<file path="config.mk">
export PLATFORM = sky130hd
export DESIGN_NAME = branch_predictor
export DESIGN_NICKNAME = d
export VERILOG_FILES = /design/src/rtl/branch_predictor.sv
export SDC_FILE = /design/constraint.sdc
export NUM_CORES = 1
export LEC_CHECK = 0
export ABC_AREA = 1
export CAP_MARGIN = 20
export CELL_PAD_IN_SITES_DETAIL_PLACEMENT = 0
export CELL_PAD_IN_SITES_GLOBAL_PLACEMENT = 1
export CORE_MARGIN = 4
export CORE_UTILIZATION = 41
export CTS_CLUSTER_DIAMETER = 100
export DETAILED_ROUTE_END_ITERATION = 8
export PLACE_DENSITY_LB_ADDON = 0.1
export REMOVE_ABC_BUFFERS = 1
export SETUP_SLACK_MARGIN = 0.15
export SYNTH_ARGS = -nofsm -noshare
export SYNTH_HDL_FRONTEND = slang
export SYNTH_SLANG_ARGS = --single-unit
</file>
<file path="constraint.sdc">
create_clock -name clk -period 2 [get_ports clk]
set_input_delay 0.2 -clock clk [delete_from_list [all_inputs] [get_ports clk]]
set_output_delay 0.2 -clock clk [all_outputs]
set_load 0.02 [all_outputs]
</file>
<file path="src/rtl/branch_predictor.sv">
`default_nettype none
// ============================================================================
//  Module      : branch_predictor
//  Description : Fetch-side direct-mapped predictor. Lookup of a 2-bit
//                saturating counter plus target buffer for the fetch PC
//                (combinational), trained by resolved branch/jump outcomes.
//                Flags mispredicts one cycle after the update and keeps
//                saturating update/mispredict statistics.
//  Revision    : 1.0 - initial release
// ============================================================================
module branch_predictor #(
    parameter int INDEX_BITS = 4,
    parameter int TAG_BITS   = 8,
    parameter int STAT_W     = 16
) (
    input  logic              clk,
    input  logic              rst_n,
    input  logic [31:0]       fetch_pc,
    output logic              pred_taken,
    output logic [31:0]       pred_target,
    input  logic              upd_valid,
    input  logic [31:0]       upd_pc,
    input  logic              upd_taken,
    input  logic              upd_is_jump,
    input  logic [31:0]       upd_target,
    input  logic              upd_pred_taken,
    output logic              mispredict,
    output logic [31:0]       redirect_pc,
    output logic [STAT_W-1:0] stat_branches,
    output logic [STAT_W-1:0] stat_mispred
);

    localparam int c_ENTRIES = 2 ** INDEX_BITS;
    localparam int c_IDX_HI  = INDEX_BITS + 1;
    localparam int c_TAG_LO  = INDEX_BITS + 2;
    localparam int c_TAG_HI  = INDEX_BITS + TAG_BITS + 1;

    // Prediction table
    logic                r_valid  [c_ENTRIES];
    logic [TAG_BITS-1:0] r_tag    [c_ENTRIES];
    logic [31:0]         r_target [c_ENTRIES];
    logic [1:0]          r_ctr    [c_ENTRIES];

    logic                r_mispredict;
    logic [31:0]         r_redirectPc;
    logic [STAT_W-1:0]   r_statBranches;
    logic [STAT_W-1:0]   r_statMispred;

    logic [INDEX_BITS-1:0] w_fetchIdx;
    logic [TAG_BITS-1:0]   w_fetchTag;
    logic                  w_fetchHit;
    logic [INDEX_BITS-1:0] w_updIdx;
    logic [TAG_BITS-1:0]   w_updTag;
    logic                  w_updHit;
    logic                  w_updWrite;
    logic [1:0]            w_ctrNext;
    logic                  w_mispredictNow;
    logic                  w_unusedFetchBits;

    assign w_fetchIdx = fetch_pc[c_IDX_HI:2];
    assign w_fetchTag = fetch_pc[c_TAG_HI:c_TAG_LO];
    assign w_updIdx   = upd_pc[c_IDX_HI:2];
    assign w_updTag   = upd_pc[c_TAG_HI:c_TAG_LO];

    // Byte-offset and high PC bits take no part in the lookup.
    assign w_unusedFetchBits = ^fetch_pc;

    // Lookup sees pre-edge table contents; there is no update bypass.
    assign w_fetchHit  = r_valid[w_fetchIdx] && (r_tag[w_fetchIdx] == w_fetchTag);
    assign pred_taken  = w_fetchHit & r_ctr[w_fetchIdx][1];
    assign pred_target = w_fetchHit ? r_target[w_fetchIdx] : 32'h0;

    assign w_updHit        = r_valid[w_updIdx] && (r_tag[w_updIdx] == w_updTag);
    assign w_updWrite      = upd_valid & (upd_taken | w_updHit);
    assign w_mispredictNow = upd_valid & (upd_taken != upd_pred_taken);

    // Next counter value for the entry being trained (saturating, never wraps)
    always_comb begin
        w_ctrNext = r_ctr[w_updIdx];
        if (upd_taken) begin
            if (upd_is_jump) begin
                w_ctrNext = 2'd3;
            end else if (w_updHit) begin
                w_ctrNext = (r_ctr[w_updIdx] == 2'd3) ? 2'd3 : r_ctr[w_updIdx] + 2'd1;
            end else begin
                w_ctrNext = 2'd2;
            end
        end else if (r_ctr[w_updIdx] != 2'd0) begin
            w_ctrNext = r_ctr[w_updIdx] - 2'd1;
        end
    end

    // Table training: taken allocates/refreshes, not-taken only decays a hit
    always_ff @(posedge clk or negedge rst_n) begin
        if (!rst_n) begin
            for (int i = 0; i < c_ENTRIES; i++) begin
                r_valid[i]  <= 1'b0;
                r_tag[i]    <= '0;
                r_target[i] <= 32'h0;
                r_ctr[i]    <= 2'b01;
            end
        end else if (w_updWrite) begin
            r_valid[w_updIdx] <= 1'b1;
            r_tag[w_updIdx]   <= w_updTag;
            r_ctr[w_updIdx]   <= w_ctrNext;
            if (upd_taken) begin
                r_target[w_updIdx] <= upd_target;
            end
        end
    end

    // Mispredict pulse and redirect PC; redirect holds between mispredicts
    always_ff @(posedge clk or negedge rst_n) begin
        if (!rst_n) begin
            r_mispredict <= 1'b0;
            r_redirectPc <= 32'h0;
        end else begin
            r_mispredict <= w_mispredictNow;
            if (w_mispredictNow) begin
                r_redirectPc <= upd_taken ? upd_target : upd_pc + 32'd4;
            end
        end
    end

    // Saturating statistics counters
    always_ff @(posedge clk or negedge rst_n) begin
        if (!rst_n) begin
            r_statBranches <= '0;
            r_statMispred  <= '0;
        end else begin
            if (upd_valid && (r_statBranches != '1)) begin
                r_statBranches <= r_statBranches + 1'b1;
            end
            if (w_mispredictNow && (r_statMispred != '1)) begin
                r_statMispred <= r_statMispred + 1'b1;
            end
        end
    end

    assign mispredict    = r_mispredict;
    assign redirect_pc   = r_redirectPc;
    assign stat_branches = r_statBranches;
    assign stat_mispred  = r_statMispred;

endmodule
`default_nettype wire

</file>
==> summary.txt <==
Outcome
  • Status: finished, violations left
  • Failing checks: setup timing

Pwr
  • Peak supply drop: between 600 and 700 µV
  • Power after layout: 46.38 mW
  • Leakage Power: 25.51 nW
  • P per Cell Area: around 900 nW/µm²

Place
  • Worst-case setup slack after placement: -1485 ps
  • Final HPWL from detailed placement: slightly above 90 mm
  • Port buffer count: 179
  • Weighted congestion reported at the end of routability-driven placement: between 0.9 and 1
  • Cells after DPL: 6405

STA
  • Final worst-path cycle share: 156.1%
  • Final hold slack: 98.79 ps
  • Final min period: between 3000 and 4000 ps
  • Least setup slack across all paths after layout: -1123 ps
  • FMAX: between 300 and 400 MHz
  • Final number of hold-violating endpoints: 0
  • Number of setup violations in the final report: roughly 210
  • Max-slew violation total from the final report: 0
  • Final setup skew: 19.20 ps
  • Least-Margin Pin Slew: about 820 ps
  • RSZ-0062 raised after global routing: yes
  • Setup TNS: -176460 ps
  • Relative slew slack: a little under half

Synth
  • Mean post-synth cell area: approximately 8 µm²
  • Count of flip-flops with a built-in enable after synthesis: 0
  • Cell variety after synth: 38
  • Synth Flop Type: sky130_fd_sc_hd__dfrtp_1
  • Number of synthesized register bits: between 700 and 800
  • Part of the Yosys area used for sequential elements: around 50%
  • Synthesized instance count: between 4k and 5k
  • YS warnings: 0
  • Share of synthesized registers carrying an async set or reset: 100.0%
  • Synthesized area: 37850 µm²

Global routing
  • Largest net degree at the start of global routing: around 120
  • GRT Total Usage: approximately 29%
  • Vias in the first global route: between 30k and 40k
  • Number of antenna violations at the first check in global routing: 3
  • Gr ovfl total: 0
  • First-pass GRT wire length: around 220 mm

Worst setup path
  • Crit. End Element: output port
  • Critical-path cell list: inv_2 -> a21oi_2 -> o21ai_1 -> nand2_1 -> o211ai_1 -> nand2_1 -> xnor2_2 -> buf_4 -> nand3_4 -> buf_12 -> buf_16 -> nor3_4 -> buf_6
  • Required time worst endpoint: around 1800 ps
  • Critical Path Sink: pred_target[17]
  • Critical register-to-register path startpoint: r_tag[40]$_DFFE_PN0P_
  • Startpoint type of the worst setup path: register
  • Number of cells on the critical path: 13
  • Library cell appearing most often on the critical path: sky130_fd_sc_hd__nand2_1
  • Worst Path Max Fanout: 8
  • Worst setup path startpoint: r_tag[49]$_DFFE_PN0P_
  • Slowest library cell on the worst path: sky130_fd_sc_hd__dfrtp_1
  • Logic depth of the worst register-to-register path: 22
  • Count of buffering cells on the critical path with inverters included: 5
  • Family of cells with the greatest summed delay on the critical path: buffers and inverters
  • Worst Setup Path Type: register to output port
  • R2R Path End: r_tag[43]$_DFFE_PN0P_
  • Crit path DAT: about 3000 ps
  • R2R Setup Slk: -870 ps
  • Highest cell delay on the worst timing path: just under 400 ps

Route
  • Total wirelength of the detailed-routed design: ~140 mm
  • Total via count after detailed routing: approximately 35k
  • ANT nets after route: 0
  • Residual DRC count: 0
  • Number of iterations in the first detailed-routing pass: 6
  • Detailed-route vias per instance: 5.345
  • DR WL/cell: ~22 µm
  • Violation count after the first detailed-route iteration: 3404

Layout
  • # fillers: approximately 8.6k
  • Final net count: 5484
  • Final std cells w/o fill: ~6.6k
  • Multi-input combinational cell area: 18110 µm²
  • Growth of design area from synthesis to finish: 35.85%
  • Share of layout cells above drive strength 1: a little under a quarter
  • FF+latch area: 18860 µm²

Floorplan
  • Width of the die: approximately 310 µm
  • Die footprint: 97250 µm²
  • Die extent in y: about 310 µm
  • Placeable core region: between 90000 and 100000 µm²
  • Effective utilization at floorplan: between 40% and 50%
  • I/O pin total: 200
  • Number of rows in the core area: 111

Clocking
  • Maximum root-to-sink buffer count: 3
  • Clock-pin slew of the registers on the worst-case setup and hold paths: 60 ps
  • CTS sink cnt: 753
  • CTS root buf: sky130_fd_sc_hd__clkbuf_16
  • CTS H-Tree Depth: 3
  • Clock Latency Late Sink: approximately 660 ps
  • Number of CTS-inserted buffers: between 80 and 90
  • CTS tree: done

Job
  • # Max-Cap Violations: 0

Min path
  • Worst Hold Path Cells: 5
  • Type of the worst min-delay path: input port to register
-- worst min-delay path: cells and delay by family --
kind / cells / cell delay [ps]
buffers and inverters: 3 / 380
AND/OR/NAND/NOR: 2 / 130
-- layout by cell type (no fill, tap or decap), drive strengths merged, types with 73 or more instances in the layout --
| cell | count |
|---|---|
| nand2 | 1443 |
| inv | 371 |
| dfrtp | 737 |
| a21oi | 261 |
| clkbuf | 141 |
| o21ai | 824 |
| nor2 | 166 |
| buf | 667 |
| mux2i | 88 |
| nand3 | 305 |
| dlymetal6s2s | 73 |
-- Yosys cell counts (all sizes together), types with 9 or more instances --
| master | n | share of area [%] |
|---|---|---|
| dfrtp | 737 | 49 |
| nor3 | 58 | 0.80 |
| mux2 | 43 | 1.3 |
| nand4 | 9 | 0.15 |
| o21ai | 824 | 11 |
| buf | 109 | 1.7 |
| o211ai | 64 | 1.3 |
| a21oi | 261 | 3.5 |
| nand3 | 305 | 4.1 |
| xor2 | 34 | 0.79 |
| mux2i | 88 | 2.3 |
| xnor2 | 16 | 0.37 |
| inv | 366 | 3.6 |
| dfstp | 16 | 1.1 |
| clkbuf | 263 | 2.6 |
| nand2 | 1437 | 14 |
| nor2 | 166 | 1.7 |
-- area by class of cell --
cell class	count	share of cell area [%]
Sequential cell	753	36.68
Multi-Input combinational cell	3351	35.21
Antenna cell	2	0.009732
Clock buffer	135	5.039
Clock inverter	27	0.7007
Tap cell	1186	2.886
Timing Repair Buffer	813	16.76
Inverter	369	2.713
-- worst min-delay path by stage --
stage                     from                    endpoint  slack (ps)
finish              upd_pc[10]      r_tag[100]$_DFFE_PN0P_         100
global route        upd_pc[10]      r_tag[100]$_DFFE_PN0P_         110
CTS                  upd_pc[0]  redirect_pc[0]$_DFFE_PN0P_          80
detailed placement       rst_n   r_target[227]$_DFFE_PN0P_         100
global placement         rst_n   r_target[227]$_DFFE_PN0P_         100
floorplan                rst_n        mispredict$_DFF_PN0_        -100
-- kinds of logic after synthesis --
family | share of synthesized area [%]
buffers and inverters | 7.966
adders and majority gates | 0.1983
and+or+nand+nor | 21.25
DFF | 49.83
muxes | 3.606
AOI/OAI and AO/OA | 15.99
xor gates and xnor gates | 1.157
-- power by group --
group	total [mW]	switching (mW)	internal [mW]	leakage [nW]
combinational	10.2	5.60	4.57	14.4
clock	16.6	6.74	9.84	1.45
sequential	19.6	1.60	18.0	9.63
total	46.4	13.9	32.4	25.5
-- through the flow --
step,instance area [µm²],util [%]
finish,51430,56.10
global route,51420,56.10
CTS,49120,53.59
detailed placement,45040,49.14
global placement,45040,49.14
floorplan,36220,-
-- registers in the layout (all words and copies together) (netlist names) --
signal	cells
redirect_pc	32
r_target	512
mispredict	1
stat_mispred	16
r_ctr	32
r_valid	16
stat_branches	16
r_tag	128
-- routing by layer --
layer / vias up / routed length, µm / track usage (%)
met5: - / 13 / 0
met4: 2 / 4880 / 8.634
met3: 234 / 9106 / 4.635
met1: 17220 / 64070 / 40.16
li1: 16900 / - / -
met2: 1111 / 64670 / 45.74
-- timing repair --
action                                  in CTS  in global routing
hold endpoints to repair                   668                  0
endpoints found under the setup margin     288                331
pin swaps                                   30                151
buffers inserted                            22                 22
cloned                                      11                  9
gates resized for setup                    360                539
hold buffers                                 3                  0
(Power assumes the default switching activity.)
